<file path="src/rtl/lc4_branch_resolve_pkg.sv">
// Shared types and constants for the LC4 branch-resolve slice.
// Optional feature macro used by the top: LC4_NZP_BYPASS_EN.
package lc4_br_pkg;

  typedef enum logic {
    IDLE  = 1'b0,
    FLUSH = 1'b1
  } br_state_t;

  localparam logic [2:0] NZP_N   = 3'b100;
  localparam logic [2:0] NZP_Z   = 3'b010;
  localparam logic [2:0] NZP_P   = 3'b001;
  localparam logic [2:0] NZP_RST = NZP_Z;

  // Wide enough for FLUSH_CYCLES up to 3.
  localparam int CNT_W = 2;

  function automatic logic [15:0] sext9(input logic [8:0] imm);
    return {{7{imm[8]}}, imm};
  endfunction

endpackage

</file>
<file path="src/rtl/lc4_branch_resolve_nzp_gen.sv">
// Combinational 16-bit write-back value to one-hot {N,Z,P} condition code.
module lc4_nzp_gen
  import lc4_br_pkg::*;
(
  input  logic [15:0] val,
  output logic [2:0]  nzp
);

  always_comb begin
    nzp = NZP_P;
    if (val[15]) begin
      nzp = NZP_N;
    end else if (val == 16'h0000) begin
      nzp = NZP_Z;
    end
  end

endmodule

</file>
<file path="src/rtl/lc4_branch_resolve.sv">
// NZP register, BR resolution with registered redirect and post-taken flush window.
// Build option: define LC4_NZP_BYPASS_EN to forward same-cycle NZP writes to branches.
module lc4_branch_resolve
  import lc4_br_pkg::*;
#(
  parameter int FLUSH_CYCLES = 2
) (
  input  logic            clk,
  input  logic            rst,
  input  logic            gwe,
  input  logic            nzp_we,
  input  logic [15:0]     nzp_val,
  input  logic            br_valid,
  output logic            br_ready,
  input  logic [2:0]      br_mask,
  input  logic [15:0]     br_pc,
  input  logic [8:0]      br_imm9,
  output logic            rdr_valid,
  output logic            rdr_taken,
  output logic [15:0]     rdr_target,
  output logic            flush,
  output logic [2:0]      nzp,
  output br_state_t       fsm_state
);

  // Handshake: a branch is consumed in a cycle where br_valid & br_ready & gwe;
  // the requester holds br_* stable while br_ready is low.

  br_state_t         state_q, state_d;
  logic [CNT_W-1:0]  cnt_q, cnt_d;
  logic [2:0]        nzp_q;
  logic [2:0]        nzp_wr;
  logic [2:0]        nzp_eff;
  logic              accept;
  logic              taken;
  logic [15:0]       target;
  logic              stall_on_we;

  lc4_nzp_gen u_nzp_gen (
    .val (nzp_val),
    .nzp (nzp_wr)
  );

`ifdef LC4_NZP_BYPASS_EN
  assign nzp_eff     = nzp_we ? nzp_wr : nzp_q;
  assign stall_on_we = 1'b0;
`else
  // Without forwarding, hold off the branch one cycle so it sees the new NZP.
  assign nzp_eff     = nzp_q;
  assign stall_on_we = nzp_we;
`endif

  assign br_ready  = (state_q == IDLE) && !stall_on_we;
  assign accept    = br_valid & br_ready & gwe;
  assign taken     = |(br_mask & nzp_eff);
  assign target    = br_pc + sext9(br_imm9);
  assign flush     = (state_q == FLUSH);
  assign nzp       = nzp_q;
  assign fsm_state = state_q;

  always_comb begin
    state_d = state_q;
    cnt_d   = cnt_q;
    case (state_q)
      IDLE: begin
        if (accept && taken) begin
          state_d = FLUSH;
          cnt_d   = FLUSH_CYCLES[CNT_W-1:0];
        end
      end
      FLUSH: begin
        if (gwe) begin
          if (cnt_q <= CNT_W'(1)) begin
            state_d = IDLE;
            cnt_d   = '0;
          end else begin
            cnt_d = cnt_q - CNT_W'(1);
          end
        end
      end
      default: begin
        state_d = IDLE;
        cnt_d   = '0;
      end
    endcase
  end

  always_ff @(posedge clk) begin
    if (rst) begin
      state_q <= IDLE;
      cnt_q   <= '0;
    end else begin
      state_q <= state_d;
      cnt_q   <= cnt_d;
    end
  end

  always_ff @(posedge clk) begin
    if (rst) begin
      nzp_q      <= NZP_RST;
      rdr_valid  <= 1'b0;
      rdr_taken  <= 1'b0;
      rdr_target <= 16'h0000;
    end else if (gwe) begin
      if (nzp_we) begin
        nzp_q <= nzp_wr;
      end
      rdr_valid <= accept;
      rdr_taken <= accept & taken;
      if (accept) begin
        rdr_target <= target;
      end
    end
  end

endmodule

</file>
<file path="config.mk">
export PLATFORM = sky130hd
export DESIGN_NAME = lc4_branch_resolve
export DESIGN_NICKNAME = d
export VERILOG_FILES = /design/src/rtl/lc4_branch_resolve_pkg.sv /design/src/rtl/lc4_branch_resolve_nzp_gen.sv /design/src/rtl/lc4_branch_resolve.sv
export SDC_FILE = /design/constraint.sdc
export NUM_CORES = 1
export LEC_CHECK = 0
export ABC_CLOCK_PERIOD_IN_PS = 1880
export BUFFER_PORTS_ARGS = -buffer_cell sky130_fd_sc_hd__buf_2
export CORE_MARGIN = 2
export CORE_UTILIZATION = 43
export DETAILED_ROUTE_END_ITERATION = 8
export HOLD_SLACK_MARGIN = 0.12
export PLACE_DENSITY_LB_ADDON = 0.1
export SYNTH_ARGS = -nofsm -noshare
export SYNTH_HDL_FRONTEND = slang
export SYNTH_SLANG_ARGS = --single-unit
</file>
<file path="constraint.sdc">
create_clock -name clk -period 1.88 [get_ports clk]
set_input_delay 0.094 -clock clk [delete_from_list [all_inputs] [get_ports clk]]
set_output_delay 0.094 -clock clk [all_outputs]
set_load 0.01 [all_outputs]
</file>
==> results of run 1 <==
-- through the flow --
step	TNS, ps	cells
after global placement	-278	335
after floorplan	0	209
after global routing	0	341
after CTS	0	341
after detailed placement	-383	335
final	0	341
-- final cells by class --
class | count | area (um^2) | share of cell area
multi-input combinational | 172 | 1110 | 0.500
tap | 48 | 60.1 | 0.0270
clock inverter | 1 | 30.0 | 0.0135
timing repair buffer | 87 | 478 | 0.215
sequential | 24 | 480 | 0.216
clock buffer | 3 | 41.3 | 0.0186
inverter | 6 | 22.5 | 0.0101
-- worst max-delay path by stage --
stage                          end  slack (ps)  cells after the start
floorplan           rdr_target[10]          20                      7
global placement    rdr_target[10]        -140                      8
detailed placement  rdr_target[10]        -180                      8
CTS                 rdr_target[14]         100                      8
global route        rdr_target[14]          30                      8
finish              rdr_target[14]         120                      8
-- sequential cells by signal, summed over array words and instances (netlist names) --
signal      flops
rdr_target     16
cnt_q           2
rdr_valid       1
nzp             3
flush           1
rdr_taken       1
-- where the power goes --
| group | switching, mW | internal [mW] | total, mW |
|---|---|---|---|
| sequential | 0.0124 | 0.532 | 0.544 |
| combinational | 0.234 | 0.201 | 0.434 |
| clock | 0.173 | 0.285 | 0.457 |
-- worst min-delay path: stages --
cell and delay (ps):
sky130_fd_sc_hd__buf_2 70, sky130_fd_sc_hd__nor4_1 40, sky130_fd_sc_hd__nand4_1 80, sky130_fd_sc_hd__o211ai_1 80
-- layout by cell type (no fill, tap or decap), types with 6 or more instances in the layout --
cell / instances
sky130_fd_sc_hd__o21ai_0: 10
sky130_fd_sc_hd__inv_1: 6
sky130_fd_sc_hd__a21oi_1: 26
sky130_fd_sc_hd__buf_2: 72
sky130_fd_sc_hd__nand3_1: 10
sky130_fd_sc_hd__buf_4: 13
sky130_fd_sc_hd__o211ai_1: 6
sky130_fd_sc_hd__ha_1: 14
sky130_fd_sc_hd__nor2_1: 16
sky130_fd_sc_hd__nand2_1: 26
sky130_fd_sc_hd__dfxtp_1: 24
-- cell families (layout without fill, tap and decap cells) --
kind of cell	count (synthesis)	count (layout)
adders and majority gates	16	16
and+or+nand+nor	77	77
buffers and inverters	13	97
DFF	24	24
AOI/OAI and AO/OA	72	72
xor gates and xnor gates	7	7
-- routing by layer --
layer | share of wire | vias up | global-route usage
li1 | - | 957 | -
met1 | 0.48 | 787 | 0.297
met2 | 0.44 | 61 | 0.342
met3 | 0.058 | 9 | 0.0188
met4 | 0.024 | 0 | 0.0885
met5 | 0 | - | 0
==> metrics.log, run 1 <==
[metrics] cell-by-cell listing of the critical path: buf_2 > ha_2 > fa_2 > a21o_2 > a311oi_2 > nor3b_1 > or4b_1 > nand3_1
[metrics] Sinks on Clock Net: 24
[metrics] hold-critical path depth: 4
[metrics] critical path capture point type: register
[metrics] normalized max-slew margin: 0.720
[metrics] transition at the pin with the smallest max-transition slack: 416 ps
[metrics] destination of the worst hold path: nzp[1]
[metrics] setup violation total in the final timing report: 0
[metrics] Core ar.: 3660 um^2
[metrics] starting DRC count in detailed routing: 55
[metrics] initial antenna violation count: 0
[metrics] CTS clk-pin slew, worst paths: 90 ps
[metrics] Layout Skew: 4.25 ps
[metrics] slowest stage cell on the critical path: sky130_fd_sc_hd__or4b_1
[metrics] dominant cells by area after synthesis: sky130_fd_sc_hd__dfxtp_1, sky130_fd_sc_hd__ha_1, sky130_fd_sc_hd__a21oi_1
[metrics] portion of netlist area occupied by mux cells: 0
[metrics] beginning of the critical path: br_pc[0]
[metrics] Yosys warning count: 0
[metrics] async set-or-reset flop fraction in the synthesized netlist: 0
[metrics] total die area: between 4000 and 5000 um^2
[metrics] fraction of layout instances using a drive strength above 1: 0.328
[metrics] Final Worst Setup Slack: 119 ps
[metrics] Antenna Violating Nets Remaining: 0
[metrics] count of H-tree levels built during CTS: 1
[metrics] utilization of the core after routing: 0.607
[metrics] source of the worst register-to-register timing path: flush
[metrics] Clock Tree Buf Depth: 2
[metrics] count of buffers from port buffering: 72
[metrics] share of synthesized area occupied by flip-flops and latches: 0.293
[metrics] post-detailed-placement cell area: 2130 um^2
[metrics] Routed wire per std cell: between 10 and 15 um
[metrics] Crit Path Class: in -> reg
[metrics] cell area power density: 646 nW/um^2
[metrics] dominant combinational cell family by area after synthesis: compound AO/OA/AOI/OAI gates
[metrics] Most used DFF post-synth: sky130_fd_sc_hd__dfxtp_1
[metrics] post-route DRC violation count: 0
[metrics] signal arrival time at the worst endpoint: 1980 ps
[metrics] cell type with the largest total area after synthesis: sky130_fd_sc_hd__dfxtp_1
[metrics] largest net degree at the start of global routing: 22
[metrics] reg2reg setup slack: 440 ps
[metrics] number of cells on the worst reg-to-reg path: 6
[metrics] number of diodes added for antenna fixing: 0
[metrics] Overall Global Routing Usage: 0.215
[metrics] Maximum Capacitance Violations: 0
[metrics] vias in the first global route: about 1700
[metrics] starting density of the core: 0.448
[metrics] global-route wire length before repair: 7370 um
[metrics] reg2reg end: rdr_target[15]
[metrics] post-synth net total: around 270
[metrics] Yosys top cell area share: 0.293
[metrics] synthesis-to-finish area growth: 35.6%
[metrics] count of nets after finishing: 359
[metrics] path type of the worst min-delay path: in -> reg
[metrics] cells after synthesis: roughly 210
[metrics] static power due to leakage: ~1.0 nW
[metrics] maximum fanout along the worst path: 4
[metrics] worst slack on hold paths: around 140 ps
[metrics] top cells by instance count after synthesis: sky130_fd_sc_hd__a21oi_1, sky130_fd_sc_hd__nand2_1, sky130_fd_sc_hd__dfxtp_1, sky130_fd_sc_hd__nor2_1, sky130_fd_sc_hd__ha_1
[metrics] HPWL reported at the end of detailed placement: ~3400 um
[metrics] result of the run: complete, no violations
[metrics] Die Ht: roughly 66 um
[metrics] Max stage delay on crit path: 520 ps
[metrics] Yosys reg bits: 24
[metrics] number of enable flip-flop cells after synthesis: 0
[metrics] unrepaired setup endpoints after global routing: no
[metrics] Hold Crit Start: nzp_val[8]
[metrics] crit start category: primary input
[metrics] gate family responsible for the most delay along the worst path: simple AND/OR/NAND/NOR gates
[metrics] worst slack after detailed placement: -177 ps
[metrics] post-route standard cell area excluding fillers: 2220 um^2
[metrics] Synth cell types: 44
[metrics] maximum clock frequency: between 0.5 and 0.6 GHz
[metrics] Worst Path Buf+Inv: 1
[metrics] remaining global-route overflow: 0
[metrics] drt pass-1 iters: 4
[metrics] number of buffers inserted by post-CTS setup repair: 0
[metrics] worst vdd ir: 0.444 mV
[metrics] Compound-Gate Fraction of Synth Area: 0.286
[metrics] quantity of gates resized following cts: 0
[metrics] clock period minus worst slack: 1760 ps
[metrics] Die X: about 66 um
[metrics] max-slew violation count: 0
[metrics] total power after layout: 1.44 mW
[metrics] adder-cell area share of the yosys netlist: 0.127
[metrics] share of synthesized cell area in and, or, nand and nor gates: 0.224
[metrics] Site Rows: 22
[metrics] CTS tree: done
[metrics] count of fill cells added during filler insertion: around 360
[metrics] Final Hold Vio Count: 0
[metrics] clock insertion delay at the later pin of the skew report: about 270 ps
[metrics] Post-Route WL: 4160 um
[metrics] io pins: 73
[metrics] total number of vias: roughly 1800
[metrics] number of buffers created by CTS: 3
[metrics] gp weighted congestion: 0.842
[metrics] CTS Root Cell: sky130_fd_sc_hd__clkbuf_8
[metrics] WP data required: 2100 ps
[metrics] hold buffers post-CTS: 2
[metrics] Post-Synthesis Cell Area: about 1600 um^2
[metrics] post-route fraction of the period consumed by the critical path: 0.937
[metrics] detail-routed via count per cell: 5.32
[metrics] Syn Area/Cell: 7.84 um^2
[metrics] xor and xnor fraction of the mapped netlist area: 0.0374
Note: power is estimated with default switching activity, not from simulation.
==> run 2, diff against run 1 <==
Settings changed: CAP_MARGIN set to 20, CORE_UTILIZATION 43 to 44, CTS_BUF_LIST set to sky130_fd_sc_hd__clkbuf_4, CTS_CLUSTER_DIAMETER set to 200.
==> run 2 against run 1 <==
  * Sequential share of layout area down 0.42 points
  * Critical path depth shrank 1
  * Fmax rose by 1.1%
  * Via count increased by 3.4%
  * Cell count grew 1.8%
  * Register-to-register slack lost 60 ps
  * Power shrank 4.6%
  * Die area fell by 2.1%
  * Clock skew is 6.3 ps higher
  * Global-route usage is 0.49 points higher
  * Sequential cell count stayed put
  * Critical path type unchanged
  * Critical endpoint is now nzp[0]
==> metrics.log, run 2 (synthesized netlist as in run 1, its figures left out) <==
[metrics] result of the run: complete, no violations
[metrics] drt pass-1 iters: 5 (+1)
[metrics] detail-routed via count per cell: 5.40 (+1.6%)
[metrics] post-route fraction of the period consumed by the critical path: 0.926 (-0.0104)
[metrics] post-route DRC violation count: 0 (unchanged)
[metrics] most used cell along the critical path: sky130_fd_sc_hd__dlygate4sd3_1
[metrics] reg2reg end: rdr_target[14]
[metrics] Routed wire per std cell: 13.4 um (+9.4%)
[metrics] commonest cells after routing, fill and taps aside: sky130_fd_sc_hd__buf_2, sky130_fd_sc_hd__a21oi_1, sky130_fd_sc_hd__nand2_1
[metrics] synthesis-to-finish area growth: 38.3%
[metrics] worst slack after detailed placement: -149 ps (+27.8 ps)
[metrics] utilization of the core after routing: 0.624 (+0.0167)
[metrics] reg2reg setup slack: 380 ps (-60 ps)
[metrics] Setup TNS Final: 0 ps (unchanged)
[metrics] CTS clk-pin slew, worst paths: 140 ps (+50 ps)
[metrics] Site Rows: 22 (unchanged)
[metrics] vias in the first global route: 1650 (-3.4%)
[metrics] clock period minus worst slack: 1740 ps (-19.6 ps)
[metrics] number of diodes added for antenna fixing: 0 (unchanged)
[metrics] crit start category: primary input
[metrics] starting density of the core: 0.451 (+0.00339)
[metrics] io pins: 73 (unchanged)
[metrics] slowest stage cell on the critical path: sky130_fd_sc_hd__dlygate4sd3_1
[metrics] Core ar.: 3630 um^2 (-0.75%)
[metrics] transition at the pin with the smallest max-transition slack: 450 ps (+34.4 ps)
[metrics] max-slew violation count: 0 (unchanged)
[metrics] total die area: 4230 um^2 (-2.1%)
[metrics] static power due to leakage: 1.06 nW (+2.3%)
[metrics] quantity of gates resized following cts: 0 (unchanged)
[metrics] post-route standard cell area excluding fillers: 2270 um^2 (+2.0%)
[metrics] Worst Path Buf+Inv: 3 (+2)
[metrics] cell area power density: 604 nW/um^2 (-6.5%)
[metrics] Post-Route WL: 4630 um (+11%)
[metrics] fraction of layout instances using a drive strength above 1: 0.318 (-0.00992)
[metrics] number of cells on the worst reg-to-reg path: 5 (-1)
[metrics] Crit Path Class: in -> reg
[metrics] total power after layout: 1.37 mW (-4.6%)
[metrics] cell-by-cell listing of the critical path: dlygate4sd3_1 > buf_2 > nor4_1 > dlygate4sd3_1 > nand4_1 > a22oi_1 > nor2_1
[metrics] Overall Global Routing Usage: 0.220 (+0.00485)
[metrics] critical path capture point type: register
[metrics] clock insertion delay at the later pin of the skew report: 320 ps (+50 ps)
[metrics] Clock Tree Buf Depth: 2 (unchanged)
[metrics] worst slack on hold paths: 157 ps (+12.7 ps)
[metrics] worst vdd ir: 0.312 mV (-30%)
[metrics] Die X: 65.0 um (-1.1%)
[metrics] count of nets after finishing: 365 (+1.7%)
[metrics] total number of vias: 1875 (+3.4%)
[metrics] Levels on crit path: 7 (-1)
[metrics] Final Worst Setup Slack: 139 ps (+19.6 ps)
[metrics] number of flip-flops in the largest register: 16 (unchanged)
[metrics] Hold Crit Start: nzp_val[7]
[metrics] Antenna Violating Nets Remaining: 0 (unchanged)
[metrics] most common cell after layout, fill and taps aside: sky130_fd_sc_hd__buf_2
[metrics] gp weighted congestion: 0.854 (+1.4%)
[metrics] Maximum Capacitance Violations: 0 (unchanged)
[metrics] maximum fanout along the worst path: 2 (-2)
[metrics] starting DRC count in detailed routing: 63 (+15%)
[metrics] number of buffers inserted by post-CTS setup repair: 0 (unchanged)
[metrics] Final Non-Filler Cells: 347 (+1.8%)
[metrics] count of buffers from port buffering: 72 (unchanged)
[metrics] path type of the worst min-delay path: in -> reg
[metrics] global-route wire length before repair: 7280 um (-1.2%)
[metrics] signal arrival time at the worst endpoint: 1960 ps (-20 ps)
[metrics] remaining global-route overflow: 0 (unchanged)
[metrics] setup violation total in the final timing report: 0 (unchanged)
[metrics] count of H-tree levels built during CTS: 1 (unchanged)
[metrics] CTS Root Cell: sky130_fd_sc_hd__clkbuf_4
[metrics] CTS tree: done
[metrics] Die Ht: 65.0 um (-1.1%)
[metrics] Final Hold Vio Count: 0 (unchanged)
[metrics] Layout Skew: 10.6 ps (+6.34 ps)
[metrics] post-detailed-placement cell area: 2120 um^2 (-0.35%)
[metrics] maximum clock frequency: 0.574 GHz (+1.1%)
[metrics] initial antenna violation count: 0 (unchanged)
[metrics] source of the worst register-to-register timing path: flush
[metrics] gate family responsible for the most delay along the worst path: buffers and inverters
[metrics] normalized max-slew margin: 0.697 (-0.0232)
[metrics] beginning of the critical path: nzp_val[14]
[metrics] Max stage delay on crit path: 610 ps (+90 ps)
[metrics] unrepaired setup endpoints after global routing: no
[metrics] end of the critical path: nzp[0]
[metrics] Sinks on Clock Net: 24 (unchanged)
[metrics] largest net degree at the start of global routing: 22 (unchanged)
[metrics] HPWL reported at the end of detailed placement: 3470 um (+2.2%)
[metrics] WP data required: 2100 ps (about the same)
[metrics] number of buffers created by CTS: 3 (unchanged)
[metrics] Placed Cells: 334 (-0.30%)
[metrics] register with the most flip-flops: rdr_target
-- run 2: how the worst min path moves through the flow --
stage	slack [ps]	cells past startpoint	to
after floorplan	240	2	nzp[2]
after global placement	380	3	nzp[2]
after detailed placement	380	3	nzp[2]
after CTS	120	4	nzp[1]
after global routing	170	4	nzp[2]
final	160	4	nzp[1]
-- run 2: repair_timing --
| action | 4_1_cts | 5_1_grt |
|---|---|---|
| endpoints found under the setup margin | 0 | 0 |
| endpoints found under the hold margin | 3 | 0 |
| hold buffers | 9 | 0 |
-- run 2: report_power, final --
group	leakage (nW)	switching [mW]	internal, mW
combinational	0.840	0.243	0.209
clock	0.0279	0.158	0.215
sequential	0.195	0.0121	0.532
total	1.06	0.413	0.956
-- run 2: layer usage --
layer  share of wire  global-route usage  up-vias
met5               0                   0        -
met4           0.019              0.0885        0
met3           0.052              0.0226        8
met2            0.46               0.374       72
met1            0.47               0.284      822
li1                -                   -      973
-- run 2: layout make-up --
type | instances | area [um^2]
clock buffers | 3 | 22.5
clock inverters | 1 | 30.0
fillers | 376 | 1370
inverters | 6 | 22.5
multi-input cells | 172 | 1110
flip-flops and latches | 24 | 480
well taps | 48 | 60.1
repair buffers | 93 | 541
-- run 2: worst register-to-register path: cells and delay by family (launching register included) --
family           cells  cell delay, ps
AND/OR/NAND/NOR      5            1100
flip-flops           1             360
